===== src/rtl/step_counter_matrix.sv =====
// Reversible step counter with load, wrap/saturate modes and a clock-enable prescaler.
// The last ROWS counter values are kept in a shift buffer and scanned onto an LED matrix.
module step_counter_matrix #(
  parameter int CLK_REF  = 48_000_000,
  parameter int CLK_CE   = 1_000_000,
  parameter int WIDTH    = 8,
  parameter int MOD      = 256,
  parameter int SAT_MODE = 0,
  parameter int ROWS     = 8
) (
  input  logic             clk,
  input  logic             btnCpuReset,
  input  logic             btnC,
  input  logic             btnU,
  input  logic [3:0]       STEP,
  input  logic             UP,
  output logic [7:0]       STRING,
  output logic [7:0]       COLUMN,
  output logic [WIDTH-1:0] CNT,
  output logic             TICK,
  output logic             WRAP
);

  localparam int DIV = CLK_REF / CLK_CE;
  localparam int PW  = $clog2(DIV);
  localparam int SW  = WIDTH + 1;
  localparam int RW  = $clog2(ROWS);
  localparam bit SAT = (SAT_MODE != 0);

  localparam logic [SW-1:0]    MOD_W    = SW'(MOD);
  localparam logic [SW-1:0]    MOD_M1   = SW'(MOD - 1);
  localparam logic [WIDTH-1:0] CNT_MAX  = WIDTH'(MOD - 1);
  localparam logic [PW-1:0]    PRE_LAST = PW'(DIV - 1);
  localparam logic [RW-1:0]    ROW_LAST = RW'(ROWS - 1);

  logic [PW-1:0]    pre_q;
  logic [WIDTH-1:0] cnt_q, cnt_d;
  logic [WIDTH-1:0] hist_q [ROWS];
  logic [WIDTH-1:0] hist_d [ROWS];
  logic [RW-1:0]    row_q, row_d;
  logic [7:0]       string_q, string_d;
  logic [7:0]       column_q, column_d;
  logic             wrap_q, wrap_d;

  logic [SW-1:0]    step_x, cnt_x, up_sum;
  logic [WIDTH-1:0] stepped;
  logic             out_of_range;

  assign TICK   = (pre_q == PRE_LAST);
  assign CNT    = cnt_q;
  assign STRING = string_q;
  assign COLUMN = column_q;
  assign WRAP   = wrap_q;

  // Stepped value with wrap/clamp, all sums one bit wider than the counter.
  always_comb begin
    // NOTE: every always_comb output gets a default first so no path can infer a latch.
    step_x       = (STEP == 4'd0) ? SW'(1) : SW'(STEP);
    cnt_x        = {1'b0, cnt_q};
    up_sum       = cnt_x + step_x;
    stepped      = cnt_q;
    out_of_range = 1'b0;
    if (UP) begin
      if (up_sum <= MOD_M1) begin
        stepped = WIDTH'(up_sum);
      end else begin
        out_of_range = 1'b1;
        stepped      = SAT ? CNT_MAX : WIDTH'(up_sum - MOD_W);
      end
    end else begin
      if (cnt_x >= step_x) begin
        stepped = WIDTH'(cnt_x - step_x);
      end else begin
        out_of_range = 1'b1;
        stepped      = SAT ? '0 : WIDTH'(cnt_x + MOD_W - step_x);
      end
    end
  end

  always_comb begin
    cnt_d  = cnt_q;
    hist_d = hist_q;
    row_d  = row_q;
    wrap_d = 1'b0;
    if (TICK) begin
      row_d = (row_q == ROW_LAST) ? '0 : row_q + RW'(1);
      if (btnU) begin
        cnt_d = (SW'(STEP) > MOD_M1) ? CNT_MAX : WIDTH'(STEP);
      end else if (btnC) begin
        cnt_d  = stepped;
        wrap_d = out_of_range;
      end
      if (btnU || btnC) begin
        hist_d[0] = cnt_d;
        for (int i = 1; i < ROWS; i++) hist_d[i] = hist_q[i-1];
      end
    end
    // Display outputs are registered from next state so they move with the tick.
    string_d = 8'd1 << row_d;
    column_d = hist_d[row_d][7:0];
  end

  always_ff @(posedge clk) begin
    if (btnCpuReset) begin
      pre_q    <= '0;
      cnt_q    <= '0;
      row_q    <= '0;
      string_q <= 8'h01;
      column_q <= 8'h00;
      wrap_q   <= 1'b0;
      // NOTE: the history drives the display directly, so it is cleared like ordinary state rather than left as uninitialised memory.
      for (int i = 0; i < ROWS; i++) hist_q[i] <= '0;
    end else begin
      pre_q    <= TICK ? '0 : pre_q + PW'(1);
      cnt_q    <= cnt_d;
      hist_q   <= hist_d;
      row_q    <= row_d;
      string_q <= string_d;
      column_q <= column_d;
      wrap_q   <= wrap_d;
    end
  end

endmodule


===== config.mk =====
export PLATFORM = sky130hd
export DESIGN_NAME = step_counter_matrix
export DESIGN_NICKNAME = d
export VERILOG_FILES = /design/src/rtl/step_counter_matrix.sv
export SDC_FILE = /design/constraint.sdc
export NUM_CORES = 1
export LEC_CHECK = 0
export CAP_MARGIN = 20
export CORE_MARGIN = 5
export CORE_UTILIZATION = 55
export CTS_BUF_LIST = sky130_fd_sc_hd__clkbuf_4 sky130_fd_sc_hd__clkbuf_8
export DETAILED_ROUTE_END_ITERATION = 10
export PLACE_DENSITY = 0.75
export SLEW_MARGIN = 20
export SYNTH_ARGS = -nofsm -noshare
export SYNTH_HDL_FRONTEND = slang
export SYNTH_SLANG_ARGS = --single-unit

===== constraint.sdc =====
create_clock -name clk -period 3.7 [get_ports clk]
set_input_delay 0.74 -clock clk [delete_from_list [all_inputs] [get_ports clk]]
set_output_delay 0.74 -clock clk [all_outputs]
set_load 0.02 [all_outputs]

# After elaboration in Yosys (flattened, before gate mapping)
# Cells that the tools add are included.
totals:
  ff_bits: 98
  latch_bits: 0
  mem_bits_rw: 0
  mem_bits_ro: 0
  input_bits: 9
  word_cells: 50
  mem_count: 0
classes:
  addsub: 7
  multipliers: 0
  div_mod_pow: 0
  order_cmp: 3
  eq_ne: 2
  shift: 1
  mux: 16
  n_bitwise: 3
  n_reduce_logical: 4
op_table:
  columns: ["operator", "n"]
  rows:
  - ["$mux W64", 2]
  - ["$mux W8", 7]
  - ["$bmux W8 S3", 1]
  - ["$sub A8 B4 Y8", 2]
  - ["$add A8 B4 Y9", 1]
  - ["$le A9 B8 Y1 const B", 1]
  - ["$add A8 B1 Y8 const B", 1]
  - ["$ge A8 B4 Y1", 1]
  - ["$shl A1 B3 Y8 const A", 1]
  - ["$sub A8 B1 Y8 const B", 1]
  - ["$add A6 B1 Y6 const B", 1]
  - ["$eq A6 B6 Y1 const B", 1]
  - ["$mux W3", 2]
  - ["$ge A4 B4 Y1 const B", 1]
  - ["$logic_not A4 Y1", 1]
  - ["$mux W4", 1]
  - ["$not A3 Y4", 1]
  - ["$reduce_or A4 Y1", 1]
  - ["$add A3 B1 Y3 const B", 1]
  - ["$eq A3 B3 Y1 const B", 1]
  - ["$mux W1", 3]
  - ["$not A1 Y1", 2]
  - ["$reduce_or A2 Y1", 1]
  - ["$logic_or A1 B1 Y1", 1]

# Longest topological paths before layout
logic_depth:
  word_depth: 13
  ltp_mapped: 11
  mapped_depth_nobuf: 11

# Least setup slack after synthesis
# Ideal clock, no wire load.
synth_timing:
  path_type: "input -> register"
  from: "input port STEP[1]"
  to: "register column_q[4] (netlist: COLUMN[4])"
  arrival_time_ns: 2.791
  t_required_ns: 3.583
  slack_ns: 0.792
  cell_stages: 11
  n_path_buf: 0
  cell_sequence: "inv_1 a31o_2 ha_1 inv_1 fa_1 a21o_1 a211oi_1 o21ai_0 a32oi_1 o211ai_1 a22o_1"
synth_via:
  elab_chain_len: 13
  word_cells_on_any_way: 18
  cone_classes: "add/sub (4); order compare (2); mux (11); reduce/logical (1)"
synth_lines:
  columns: ["item", "line", "source"]
  rows:
  - ["start: declaration", "15", "input logic [3:0] STEP,"]
  - ["$logic_not A4 Y1", "58", "step_x = (STEP == 4'd0) ? SW'(1) : SW'(STEP);"]
  - ["$mux W4 (*)", "58", null]
  - ["$add A8 B4 Y9", "60", "up_sum = cnt_x + step_x;"]
  - ["$sub A8 B1 Y8 or $le A9 B8 Y1 (tied branches)", "68, 64", null]
  - ["$mux W8", "64", "if (up_sum <= MOD_M1) begin"]
  - ["$mux W8 (*)", "63", "if (UP) begin"]
  - ["$mux W8 (*)", "89", "end else if (btnC) begin"]
  - ["$mux W8 (*)", "87", "if (btnU) begin"]
  - ["$mux W64 (*)", "93", "if (btnU || btnC) begin"]
  - ["$mux W64 (*)", "85", "if (TICK) begin"]
  - ["$bmux W8 S3 (*)", "100", "column_d = hist_d[row_d][7:0];"]
  - ["$mux W8 (not written as such) (*) (2 in a row)", "100", null]
  - ["end signal: assignment", "119", "column_q <= column_d;"]
  - ["end: declaration", "42", "logic [7:0] column_q, column_d;"]
# Mark *: on every way between the ends. The rest lies on a longest branch, timed or not. The select of a mux whose other input is x is not followed.
# A chain may end at the register's enable or synchronous reset.

# Worst setup path in the final report
layout_timing:
  from: "register pre_q[0]"
  to: "output port TICK"
layout_via:
  elab_chain_len: 1
layout_lines:
  columns: ["item", "line", "source"]
  rows:
  - ["start: declaration", "36", "logic [PW-1:0] pre_q;"]
  - ["start signal: assignment", "114", "pre_q <= TICK ? '0 : pre_q + PW'(1);"]
  - ["$eq A6 B6 Y1", "49", "assign TICK = (pre_q == PRE_LAST);"]
  - ["end: declaration", "20", "output logic TICK,"]
# Every way passes these cells.

==> reports/results.tsv <==
stage	metric	value	unit
worst_setup_path	kind of critical path	register to output port	
worst_setup_path	Worst EP required	2.96	ns
routing	wirelength, routed	14630	um
grt	GRT overflow	0	
cts	number of gates resized after cts	0	
status	status	finished clean	
synth	Mapped Cells	650	
cts	Clock Tree Buf Depth	2	
grt	number of global-route vias before repair	4508	
routing	routed wire length per instance	18.76	um
sta	final setup violation count	0	
die	num rows	35	
worst_setup_path	CP max FO	20	
synth	ys async rst share	0	%
layout	FILL cells	827	
die	Boundary Pins	35	
sta	Fmax	0.2902	GHz
routing	Met1 Wirelength	6400	um
sta	Tcrit/Tclk final	93.13	%
pwr	PD cells	324.6	nW/um^2
routing	vias after detailed routing	4971	
synth	sequential area share after synthesis	37.90	%
layout	area occupied by multi-input gates	2882	um^2
min_path	HP Class	register to register	
synth	cell taking the most area after synthesis	dfxtp_1	
sta	Final WS setup	0.2541	ns
die	Die H	107.0	um
layout	# diodes	0	
die	Die W	107.0	um
synth	YS warnings	0	
flow_run	# Max-Cap Violations	0	
worst_setup_path	R2R depth	9	
routing	Vias per Instance	6.373	
sta	final hold slack	0.4668	ns
routing	Pre-antenna DRT Iters	6	
worst_setup_path	reg-to-reg slack, setup	0.74	ns
cts	Setup Fix Bufs, Post-CTS	0	
die	full die area	11450	um^2
synth	syn_area_per_cell	7.963	um^2
cts	CTS tree	yes	
layout	layout cells sized above 1	9.118	%
placement	RD Place Congestion	0.9507	
routing	Post-DRT Antenna Nets	0	
grt	largest net degree at the start of global routing	55	
sta	RSZ-0062 raised after global routing	no	
worst_setup_path	Arrival @ worst endpoint	2.71	ns
die	starting density of the core	56.29	%
grt	first-pass GRT wire length	23610	um
sta	final hold vios	0	
placement	placed standard-cell area	5543	um^2
sta	worst-margin pin slew	0.7892	ns
cts	CTS clk-pin slew, worst paths	0.11	ns
routing	DRC viols	0	
die	Core Region	9196	um^2
layout	final instance area	5737	um^2
layout	Area Overhead vs Synth	10.83	%
layout	register area	1962	um^2
grt	all-layer global routing usage	25.68	%
synth	library cells used by synthesis	69	
routing	WL met3	1058	um
cts	clock latency on the worst-skew pair	0.37	ns
worst_setup_path	CP Launch Type	register	
cts	# H-tree levels	3	
min_path	Hold Path Sink	hist_q[6]	
sta	worst rel slew slack	47.39	%
pwr	LEAKAGE	1.930	nW
synth	flops & latches, synth	98	
layout	nets	687	
placement	port bufs	34	
cts	clock root buffer master	clkbuf_8	
synth	main area contributors after synthesis	dfxtp_1, nand2_1, a21oi_1	
sta	max-slew violation count	0	
worst_setup_path	crit path capture type	output port	
sta	setup_tns	0	ns
worst_setup_path	reg-to-reg startpoint	pre_q[0]	
worst_setup_path	end of the worst register-to-register path	COLUMN[4]	
sta	Final min period	3.446	ns
sta	Worst Skew	0.02078	ns
min_path	Min-Delay Path Depth	2	
placement	post-place setup slack	0.06821	ns
cts	Post-CTS Hold Fix Bufs	0	
placement	hpwl dp	10090	um
synth	Mapped Area	5176	um^2
synth	main flop type after synthesis	dfxtp_1	
routing	Max Used Layer	met4	
routing	met2 WL	6912	um
cts	clk sinks	98	
synth	post-synth net total	673	
min_path	HP Start	hist_q[6]	
synth	Synth top area share	37.90	%
routing	First DRT Iteration DRCs	358	
cts	number of CTS-inserted buffers	9	
pwr	Worst VDD drop	0.2733	mV
grt	initial antenna violation count	0	
synth	number of flops mapped to enable cells by yosys	0	
==> synthesized netlist by cell type, types with 12 or more instances <==
cell type / count
a21oi_1: 78
buf_2: 20
inv_1: 20
ha_1: 12
dfxtp_1: 98
nor2_1: 48
a22oi_1: 14
a222oi_1: 13
a22o_1: 18
o21ai_0: 14
nand2_1: 140
clkbuf_1: 23
==> how the worst max path moves through the flow <==
stage,from,to,slack (ns),depth (start not counted)
4_1_cts,pre_q[0],TICK,0.28,5
6_report,pre_q[0],TICK,0.25,5
3_3_place_gp,STEP[3],COLUMN[4],0.16,12
5_1_grt,pre_q[0],TICK,0.16,5
3_5_place_dp,STEP[3],COLUMN[4],0.07,12
2_1_floorplan,STEP[1],COLUMN[4],0.79,11
==> layout by cell type (no fill, tap or decap), types with 9 or more instances in the layout <==
| cell | n |
|---|---|
| nor2_1 | 48 |
| a21oi_1 | 78 |
| o21ai_0 | 14 |
| dfxtp_1 | 98 |
| clkdlybuf4s50_1 | 33 |
| a22oi_1 | 14 |
| nand2_1 | 139 |
| a31oi_1 | 9 |
| clkbuf_8 | 10 |
| buf_4 | 19 |
| inv_1 | 20 |
| ha_1 | 12 |
| a222oi_1 | 13 |
| a22o_1 | 18 |
| nor3_1 | 9 |
==> report_power, final <==
group          switching, W  total, W  internal, W
clock              0.000419  0.000698     0.000279
sequential       0.00000362   0.00106      0.00106
combinational     0.0000659  0.000104    0.0000377
total              0.000489   0.00186      0.00137
==> sequential cells by signal, summed over array words and instances (netlist names) <==
register / flops
STRING: 8
row_q: 3
COLUMN: 8
CNT: 8
pre_q: 6
hist_q: 64
WRAP: 1
==> stage by stage <==
stage / std cells / util, % / total power (W)
floorplan: 650 / - / 0.001151
global placement: 764 / 60.27 / 0.001183
detailed placement: 764 / 60.27 / 0.001186
CTS: 780 / 62.38 / 0.001868
global route: 780 / 62.38 / 0.001922
finish: 780 / 62.38 / 0.001862
==> layout make-up <==
cell class	count	share of cell area [%]
Multi-Input combinational cell	480	50.23
Clock buffer	10	2.399
Inverter	22	1.439
Clock inverter	6	0.9815
Sequential cell	98	34.20
Timing Repair Buffer	53	8.332
Tap cell	111	2.421
==> cell families (layout without fill, tap and decap cells) <==
kind of cell,Yosys count,after routing,synth area share [%]
mux,11,11,2.248
buf+inv,72,91,6.574
simple gates,244,244,20.91
compound gates,204,204,27.51
xor+xnor,7,7,1.184
fa+ha+maj,14,14,3.674
flops,98,98,37.90
==> worst max-delay path, cell delays in order (launching register included) <==
cell and delay (ns):
dfxtp_1 0.41, ha_1 0.28, and4b_1 0.52, nand2_4 0.27, inv_2 0.22, clkdlybuf4s50_1 0.63
==> per-layer routing <==
layer | global-route usage, % | vias to the layer above
met4 | 6.849 | 0
met5 | 0 | -
met2 | 42.36 | 188
met3 | 5.479 | 20
li1 | - | 2346
met1 | 34.10 | 2417
Power figures use the tool's default switching activity.
